--- config.mk ---
export PLATFORM = sky130hd
export DESIGN_NAME = mem_arbiter
export DESIGN_NICKNAME = d
export VERILOG_FILES = /design/src/rtl/lc3_pkg.sv /design/src/rtl/mem_arbiter.sv
export SDC_FILE = /design/constraint.sdc
export NUM_CORES = 1
export LEC_CHECK = 0
export BUFFER_PORTS_ARGS = -buffer_cell sky130_fd_sc_hd__buf_2
export CAP_MARGIN = 5
export CORE_ASPECT_RATIO = 1.75
export CORE_MARGIN = 4
export CORE_UTILIZATION = 40
export CTS_CLUSTER_SIZE = 8
export DETAILED_ROUTE_END_ITERATION = 12
export PLACE_DENSITY = 0.87
export RECOVER_POWER = 100
export SYNTH_ARGS = -nofsm -noshare
export SYNTH_HDL_FRONTEND = slang
export SYNTH_SLANG_ARGS = --single-unit
--- constraint.sdc ---
create_clock -name clk -period 1.65 [get_ports clk]
set_clock_uncertainty 0.15 [all_clocks]
set_input_delay 0.33 -clock clk [delete_from_list [all_inputs] [get_ports clk]]
set_output_delay 0.33 -clock clk [all_outputs]
set_load 0.01 [all_outputs]
--- src/rtl/lc3_pkg.sv ---
// Shared types for the LC-3 memory arbiter: FSM state encoding and requester identity,
// plus the round-robin owner selection used when both ports ask at once.
package lc3_pkg;

  typedef enum logic [1:0] {
    ARB_IDLE  = 2'd0,
    ARB_ISSUE = 2'd1,
    ARB_WAIT  = 2'd2,
    ARB_DONE  = 2'd3
  } arbState_t;

  typedef enum logic {
    REQ_CPU = 1'b0,
    REQ_DBG = 1'b1
  } requester_t;

  // On a tie the requester that was not served last wins.
  function automatic requester_t pick_owner(input logic cpu_req, input logic dbg_req,
                                            input requester_t last_served);
    requester_t winner;
    if (cpu_req && dbg_req) begin
      winner = (last_served == REQ_CPU) ? REQ_DBG : REQ_CPU;
    end else if (dbg_req) begin
      winner = REQ_DBG;
    end else begin
      winner = REQ_CPU;
    end
    return winner;
  endfunction

endpackage

--- src/rtl/mem_arbiter.sv ---
// Two-port (CPU / debug loader) arbiter in front of a single fixed-latency memory.
// One transaction at a time: IDLE -> ISSUE -> WAIT x MEM_LATENCY -> DONE.
module mem_arbiter
  import lc3_pkg::*;
#(
  parameter int MEM_LATENCY = 1
) (
  input  logic        clk,
  input  logic        reset,
  input  logic        cpuReq,
  input  logic        cpuWE,
  input  logic [15:0] cpuAddr,
  input  logic [15:0] cpuWData,
  output logic [15:0] cpuRData,
  output logic        cpuAck,
  input  logic        dbgReq,
  input  logic        dbgWE,
  input  logic [15:0] dbgAddr,
  input  logic [15:0] dbgWData,
  output logic [15:0] dbgRData,
  output logic        dbgAck,
  output logic        memEn,
  output logic        memWE,
  output logic [15:0] memAddr,
  output logic [15:0] memWData,
  input  logic [15:0] memRData,
  output logic        grantDbg
);

  localparam logic [1:0] LAT_LOAD = 2'(MEM_LATENCY - 1);

  arbState_t   state_r;
  requester_t  owner_r;
  requester_t  last_served_r;
  requester_t  next_owner_s;
  logic        cmd_we_r;
  logic [1:0]  count_r;
  logic        sel_we_s;
  logic [15:0] sel_addr_s;
  logic [15:0] sel_wdata_s;

  // Pick the would-be owner and mux its command for latching in IDLE.
  always_comb begin
    next_owner_s = pick_owner(cpuReq, dbgReq, last_served_r);
    if (next_owner_s == REQ_DBG) begin
      sel_we_s    = dbgWE;
      sel_addr_s  = dbgAddr;
      sel_wdata_s = dbgWData;
    end else begin
      sel_we_s    = cpuWE;
      sel_addr_s  = cpuAddr;
      sel_wdata_s = cpuWData;
    end
  end

  // Arbiter FSM; every output is a register so memEn and the acks are glitch-free.
  always_ff @(posedge clk) begin
    if (reset) begin
      state_r       <= ARB_IDLE;
      owner_r       <= REQ_CPU;
      last_served_r <= REQ_DBG;
      cmd_we_r      <= 1'b0;
      count_r       <= 2'd0;
      memEn         <= 1'b0;
      memWE         <= 1'b0;
      memAddr       <= 16'h0000;
      memWData      <= 16'h0000;
      cpuAck        <= 1'b0;
      dbgAck        <= 1'b0;
      cpuRData      <= 16'h0000;
      dbgRData      <= 16'h0000;
      grantDbg      <= 1'b0;
    end else begin
      // Strobes default low; the command bus is zero whenever memEn is low.
      memEn    <= 1'b0;
      memWE    <= 1'b0;
      memAddr  <= 16'h0000;
      memWData <= 16'h0000;
      cpuAck   <= 1'b0;
      dbgAck   <= 1'b0;
      case (state_r)
        ARB_IDLE: begin
          if (cpuReq || dbgReq) begin
            owner_r  <= next_owner_s;
            cmd_we_r <= sel_we_s;
            grantDbg <= (next_owner_s == REQ_DBG);
            memEn    <= 1'b1;
            memWE    <= sel_we_s;
            memAddr  <= sel_addr_s;
            memWData <= sel_wdata_s;
            state_r  <= ARB_ISSUE;
          end else begin
            state_r  <= ARB_IDLE;
          end
        end
        ARB_ISSUE: begin
          count_r <= LAT_LOAD;
          state_r <= ARB_WAIT;
        end
        ARB_WAIT: begin
          if (count_r == 2'd0) begin
            // memRData is valid in this cycle; capture it for reads only.
            if (!cmd_we_r && owner_r == REQ_DBG) begin
              dbgRData <= memRData;
            end else if (!cmd_we_r) begin
              cpuRData <= memRData;
            end else begin
              cpuRData <= cpuRData;
            end
            cpuAck  <= (owner_r == REQ_CPU);
            dbgAck  <= (owner_r == REQ_DBG);
            state_r <= ARB_DONE;
          end else begin
            count_r <= count_r - 2'd1;
          end
        end
        ARB_DONE: begin
          last_served_r <= owner_r;
          grantDbg      <= 1'b0;
          state_r       <= ARB_IDLE;
        end
        default: begin
          grantDbg <= 1'b0;
          state_r  <= ARB_IDLE;
        end
      endcase
    end
  end

endmodule

=== After elaboration in Yosys (flattened, before gate mapping) ===
Index checks and enable logic that the tools add are counted.
W data, S select, Z words.

* Flip-flop bits (word level): 76
* Input bits: 86
* Output and inout bits: 69
* Logic and storage cells: 58

* Add/subtract/negate cells: 1
* Equality and inequality tests: 6
* Multiplexer cells: 14
* Bitwise gates (word level): 7
* Reduce and logical (&&, ||, !) cells: 16

{| class="wikitable"
|+ Operators with widths
! operator !! number
|-
| $mux W16 || 2
|-
| $pmux W2 S4 || 1
|-
| $mux W1 || 7
|-
| $not A1 Y1 || 7
|-
| $ne A2 B2 Y1 const B || 3
|-
| $reduce_and A2 Y1 || 3
|-
| $reduce_or A3 Y1 || 2
|-
| $eq A2 B2 Y1 const B || 2
|-
| $logic_not A2 Y1 || 2
|-
| $mux W2 || 2
|-
| $pmux W2 S2 || 1
|-
| $reduce_and A4 Y1 || 1
|-
| $reduce_bool A2 Y1 || 2
|-
| $reduce_and A3 Y1 || 1
|-
| $eq A2 B1 Y1 const B || 1
|-
| $logic_and A1 B1 Y1 || 2
|-
| $pmux W1 S2 || 1
|-
| $reduce_or A2 Y1 || 1
|-
| $sub A2 B1 Y2 const B || 1
|-
| $logic_not A1 Y1 || 1
|-
| $logic_or A1 B1 Y1 || 1
|}

=== Longest topological paths before layout ===
* Depth after elaboration: 4
* Gate-level depth with buffers: 7
* Depth with buffers taken out: 5

=== Worst setup path before layout ===
Ideal clock, no wire load.

* Path type: register to register
* Start: register state_r[0]
* End: register count_r[1]
* Library setup time: 0.070 ns
* Arrival time: 1.437 ns
* Data required time: 1.430 ns
* Path slack: -0.008 ns
* Stages on the path, launching flop included: 6
* Path buffers: 0
* Period minus slack after synthesis: 1.658 ns
* Cells stage by stage: dfxtp_1 > inv_1 > ha_1 > and2_1 > or4b_1 > a21oi_1

* Word-level cells in the longest chain between the ends: 3
* Elaborated cells between the ends (all ways): 6
* Classes of those cells: 3 x eq/ne; 1 x mux; 2 x reduce/logical

{| class="wikitable"
|+ Ends and longest elaborated chain
! item !! RTL line !! text
|-
| start: declaration || mem_arbiter.sv:32 || <nowiki>arbState_t state_r;</nowiki>
|-
| start signal: assignment || mem_arbiter.sv:59 || <nowiki>state_r <= ARB_IDLE;</nowiki>
|-
| start signal: assignment || mem_arbiter.sv:91 || <nowiki>state_r <= ARB_ISSUE;</nowiki>
|-
| start signal: assignment || mem_arbiter.sv:93 || <nowiki>state_r <= ARB_IDLE;</nowiki>
|-
| $eq A2 B2 Y1 or $eq A2 B1 Y1 (tied branches) || mem_arbiter.sv:81 || <nowiki>case (state_r)</nowiki>
|-
| $ne A2 B2 Y1 (no source line) or $reduce_bool A2 Y1 (tied branches) || - ||
|-
| $reduce_and A2 Y1 (no source line) || - ||
|-
| end signal: assignment || mem_arbiter.sv:114 || <nowiki>count_r <= count_r - 2'd1;</nowiki>
|-
| end: declaration || mem_arbiter.sv:37 || <nowiki>logic [1:0] count_r;</nowiki>
|}

Several ways; a longest one is shown, not always the timed one.
A chain may end at the register's enable or synchronous reset.

=== Worst setup path after layout ===
* Start: register count_r[0]
* End: register cpuRData[3]

* Word-level cells in the longest chain between the ends: 2

{| class="wikitable"
|+ Ends and longest elaborated chain
! item !! RTL line !! text
|-
| $logic_not A2 Y1 || mem_arbiter.sv:101 || <nowiki>if (count_r == 2'd0) begin</nowiki>
|-
| $reduce_and A4 Y1 (no source line) || - ||
|-
| end signal: assignment || mem_arbiter.sv:106 || <nowiki>cpuRData <= memRData;</nowiki>
|-
| end signal: assignment || mem_arbiter.sv:108 || <nowiki>cpuRData <= cpuRData;</nowiki>
|-
| end: declaration || mem_arbiter.sv:14 || <nowiki>output logic [15:0] cpuRData,</nowiki>
|}

Every way passes these cells.

==> results.ini <==
[clocking]
clockBufferDepth=2
cts_setup_buffers=0
clock_latency_ps=320
cts_tree=done
htreeDepth=3
root_buffer=clkbuf_16
cts_made_buffers=9
ctsHoldBuffers=0
clkTransAtPathRegs_ps=60
numClockSinks=76

[floorplan]
start_util_pct=40.8
ios=155
fp.dieArea_sq_mm=0.00845
coreArea_sq_mm=0.00686
rows=40
die_h_um=119
die_x_um=71.2

[setup_path]
critical-path-slowest-cell=nor4bb_4
slowest_delay_ps=370
cp-start-kind=flop
critical-path-top-delay-family=simple AND/OR/NAND/NOR gates
cp.arrival_ps=1720
crit_buf_inv=2
crit_path_end_kind=flop
criticalPathCategory=flop to flop
crit_path_max_fanout=8
path_cells=inv_1 -> ha_2 -> nor4bb_4 -> buf_4 -> nand2_1 -> a21oi_1
required_ps=1740

[pwr]
pwr-share-clk_pct=40.0
sw_frac_of_total_pct=25.9
p_seq_share_pct=41.0
p_leak_uw=0.00177
irDropWorstVdd_uv=657
p_int_uw=3790
power_frac_comb_pct=19.0
power.switching_uw=1330
powerDensity_mw_per_mm2=1280

[yosys]
syn-num-nets=435
synth_area_sq_mm=0.00280
synth_edf_count=0
dominantRegCellSynth=dfxtp_1
synth_top_area_share_pct=54.4
synth_top_area_cell=dfxtp_1
synth_area_leaders=dfxtp_1 (54%), nand2_1 (17%), a21oi_1 (12%)
synthCells=343
yosysMostFrequentCell=nand2_1
avgSynthCellArea_sq_um=8.15
synth_common_cells=nand2_1 (130), dfxtp_1 (76), a21oi_1 (68)
ys_seq_elements=76
ys_warn_count=0
async_reset_ff_share_pct=0
synth-seq-area-share_pct=54.4
synth.distinct_cells=29

[place]
io_buffers=154
gp_congestion=0.773
hpwlAfterDp_um=5790
dp_cells=570
place_ws_ps=-54.7

[sta]
fmax_mhz=615
finalCriticalPeriod_ps=1620
fin_tns_setup_ps=0
drv_slew=0
setup_viol=0
rsz0062_at_grt=yes
maxSlewHeadroom_pct=75.9
period_share_pct=98.5
final-hold-violation-count=0
worst_slew_pin_slew_ps=362
setup_slack_ps=25.1

[routing]
routed_via_density=4.82
drc=0
drt-wirelength-per-cell_um=13.2
drt_iter0_markers=91
ant_nets=0
firstDrtPassIters=4
routed_wl_um=7730
dr_total_vias=2827

[hold_path]
worst_hold_path_type=input port to flop

[global_route]
grt_max_degree=37
met2_usage_pct=32.3
grt-ovfl-total=0
grt_use_met1_pct=18.8
grt_pass1_wl_um=12400
antenna_found_initial=0
gr-max-usage-layer=met2
use_met3_pct=5.11
grt_pass1_vias=2813
grt_use_total_pct=18.0

[layout]
syn2layout_area_growth_pct=42.9
layout-drive-gt1-share_pct=28.3
diodes=0
fin_nets=590
fin_cells=586
fill_cells=655

[run_status]
status=finished, final reports clean

[run]
maxCapViolCount=0

cells in the final DEF (no fill, tap or decap), types with 2 or more instances in the layout:
| master | n |
|---|---|
| buf_12 | 3 |
| clkbuf_1 | 51 |
| mux2i_1 | 2 |
| nor2_1 | 7 |
| clkbuf_16 | 9 |
| buf_4 | 10 |
| nor3_1 | 2 |
| buf_2 | 104 |
| nand2b_1 | 2 |
| inv_1 | 4 |
| ha_1 | 4 |
| nor3b_1 | 2 |
| o21ai_0 | 4 |
| nand2_1 | 130 |
| dfxtp_2 | 2 |
| a21oi_1 | 67 |
| dfxtp_1 | 74 |
| bufinv_16 | 2 |
power by group through the flow:
stage | logic (uW) | registers [uW] | clock network (uW)
after floorplan | 465 | 2190 | 0
final | 973 | 2090 | 2040
after global placement | 931 | 2110 | 0
after detailed placement | 966 | 2120 | 0
after global routing | 1090 | 2110 | 2200
after CTS | 976 | 2090 | 2100
worst min-delay path, cell delays in order:
cell and delay [ps]:
buf_2 90, nand2_1 40, a21oi_1 50
logic make-up (layout without fill, tap and decap cells):
family,after synthesis,count (layout),share of synthesized area [%]
compound gates,79,79,15.1
flops,76,76,54.4
fa+ha+maj,6,6,2.68
mux,2,2,0.716
simple gates,151,151,22.2
buf+inv,29,188,4.88
routing by layer:
metal  vias to the layer above  part of all wire [%]
li1                       1425                     -
met1                      1267                    36
met5                         -                     0
met3                        17                   8.0
met4                         0                   2.3
met2                       118                    53
stage by stage:
stage | area, sq um | total power [uW] | hold WS [ps] | utilization (%)
floorplan | 2800 | 2660 | 300 | -
global route | 4000 | 5400 | 89.0 | 58.3
detailed placement | 3700 | 3090 | 296 | 53.9
finish | 4000 | 5110 | 98.2 | 58.3
global placement | 3700 | 3040 | 289 | 53.9
CTS | 4030 | 5160 | 86.2 | 58.7
cell type report:
cell class / instances / area, sq um / area share [%]
clock inverters: 4 / 73.8 / 1.85
flip-flops and latches: 76 / 1520 / 38.1
multi-input cells: 238 / 1180 / 29.5
inverters: 5 / 18.8 / 0.470
clock buffers: 11 / 243 / 6.07
well taps: 84 / 105 / 2.63
repair buffers: 168 / 855 / 21.4
final timing paths:
check / cells after the start / startpoint / slack, ps / to
setup / recovery: 6 / count_r[0] / 30 / cpuRData[3]
hold / removal: 3 / cpuAddr[10] / 100 / memAddr[10]
setup reg to reg: 6 / count_r[0] / 30 / cpuRData[3]
hold reg to reg: 2 / dbgRData[0] / 310 / dbgRData[0]
sequential cells by signal (all words and copies together), names as in the netlist, 2 cells and up:
signal and flops:
count_r 2, cpuRData 16, dbgRData 16, memAddr 16, memWData 16, state_r 2
timing repair:
item | CTS | global route
pin swaps | 0 | 2
setup endpoints to repair | 26 | 43
gates resized for setup | 4 | 10
cloned | 0 | 1
Note: power is estimated with default switching activity, not from simulation.
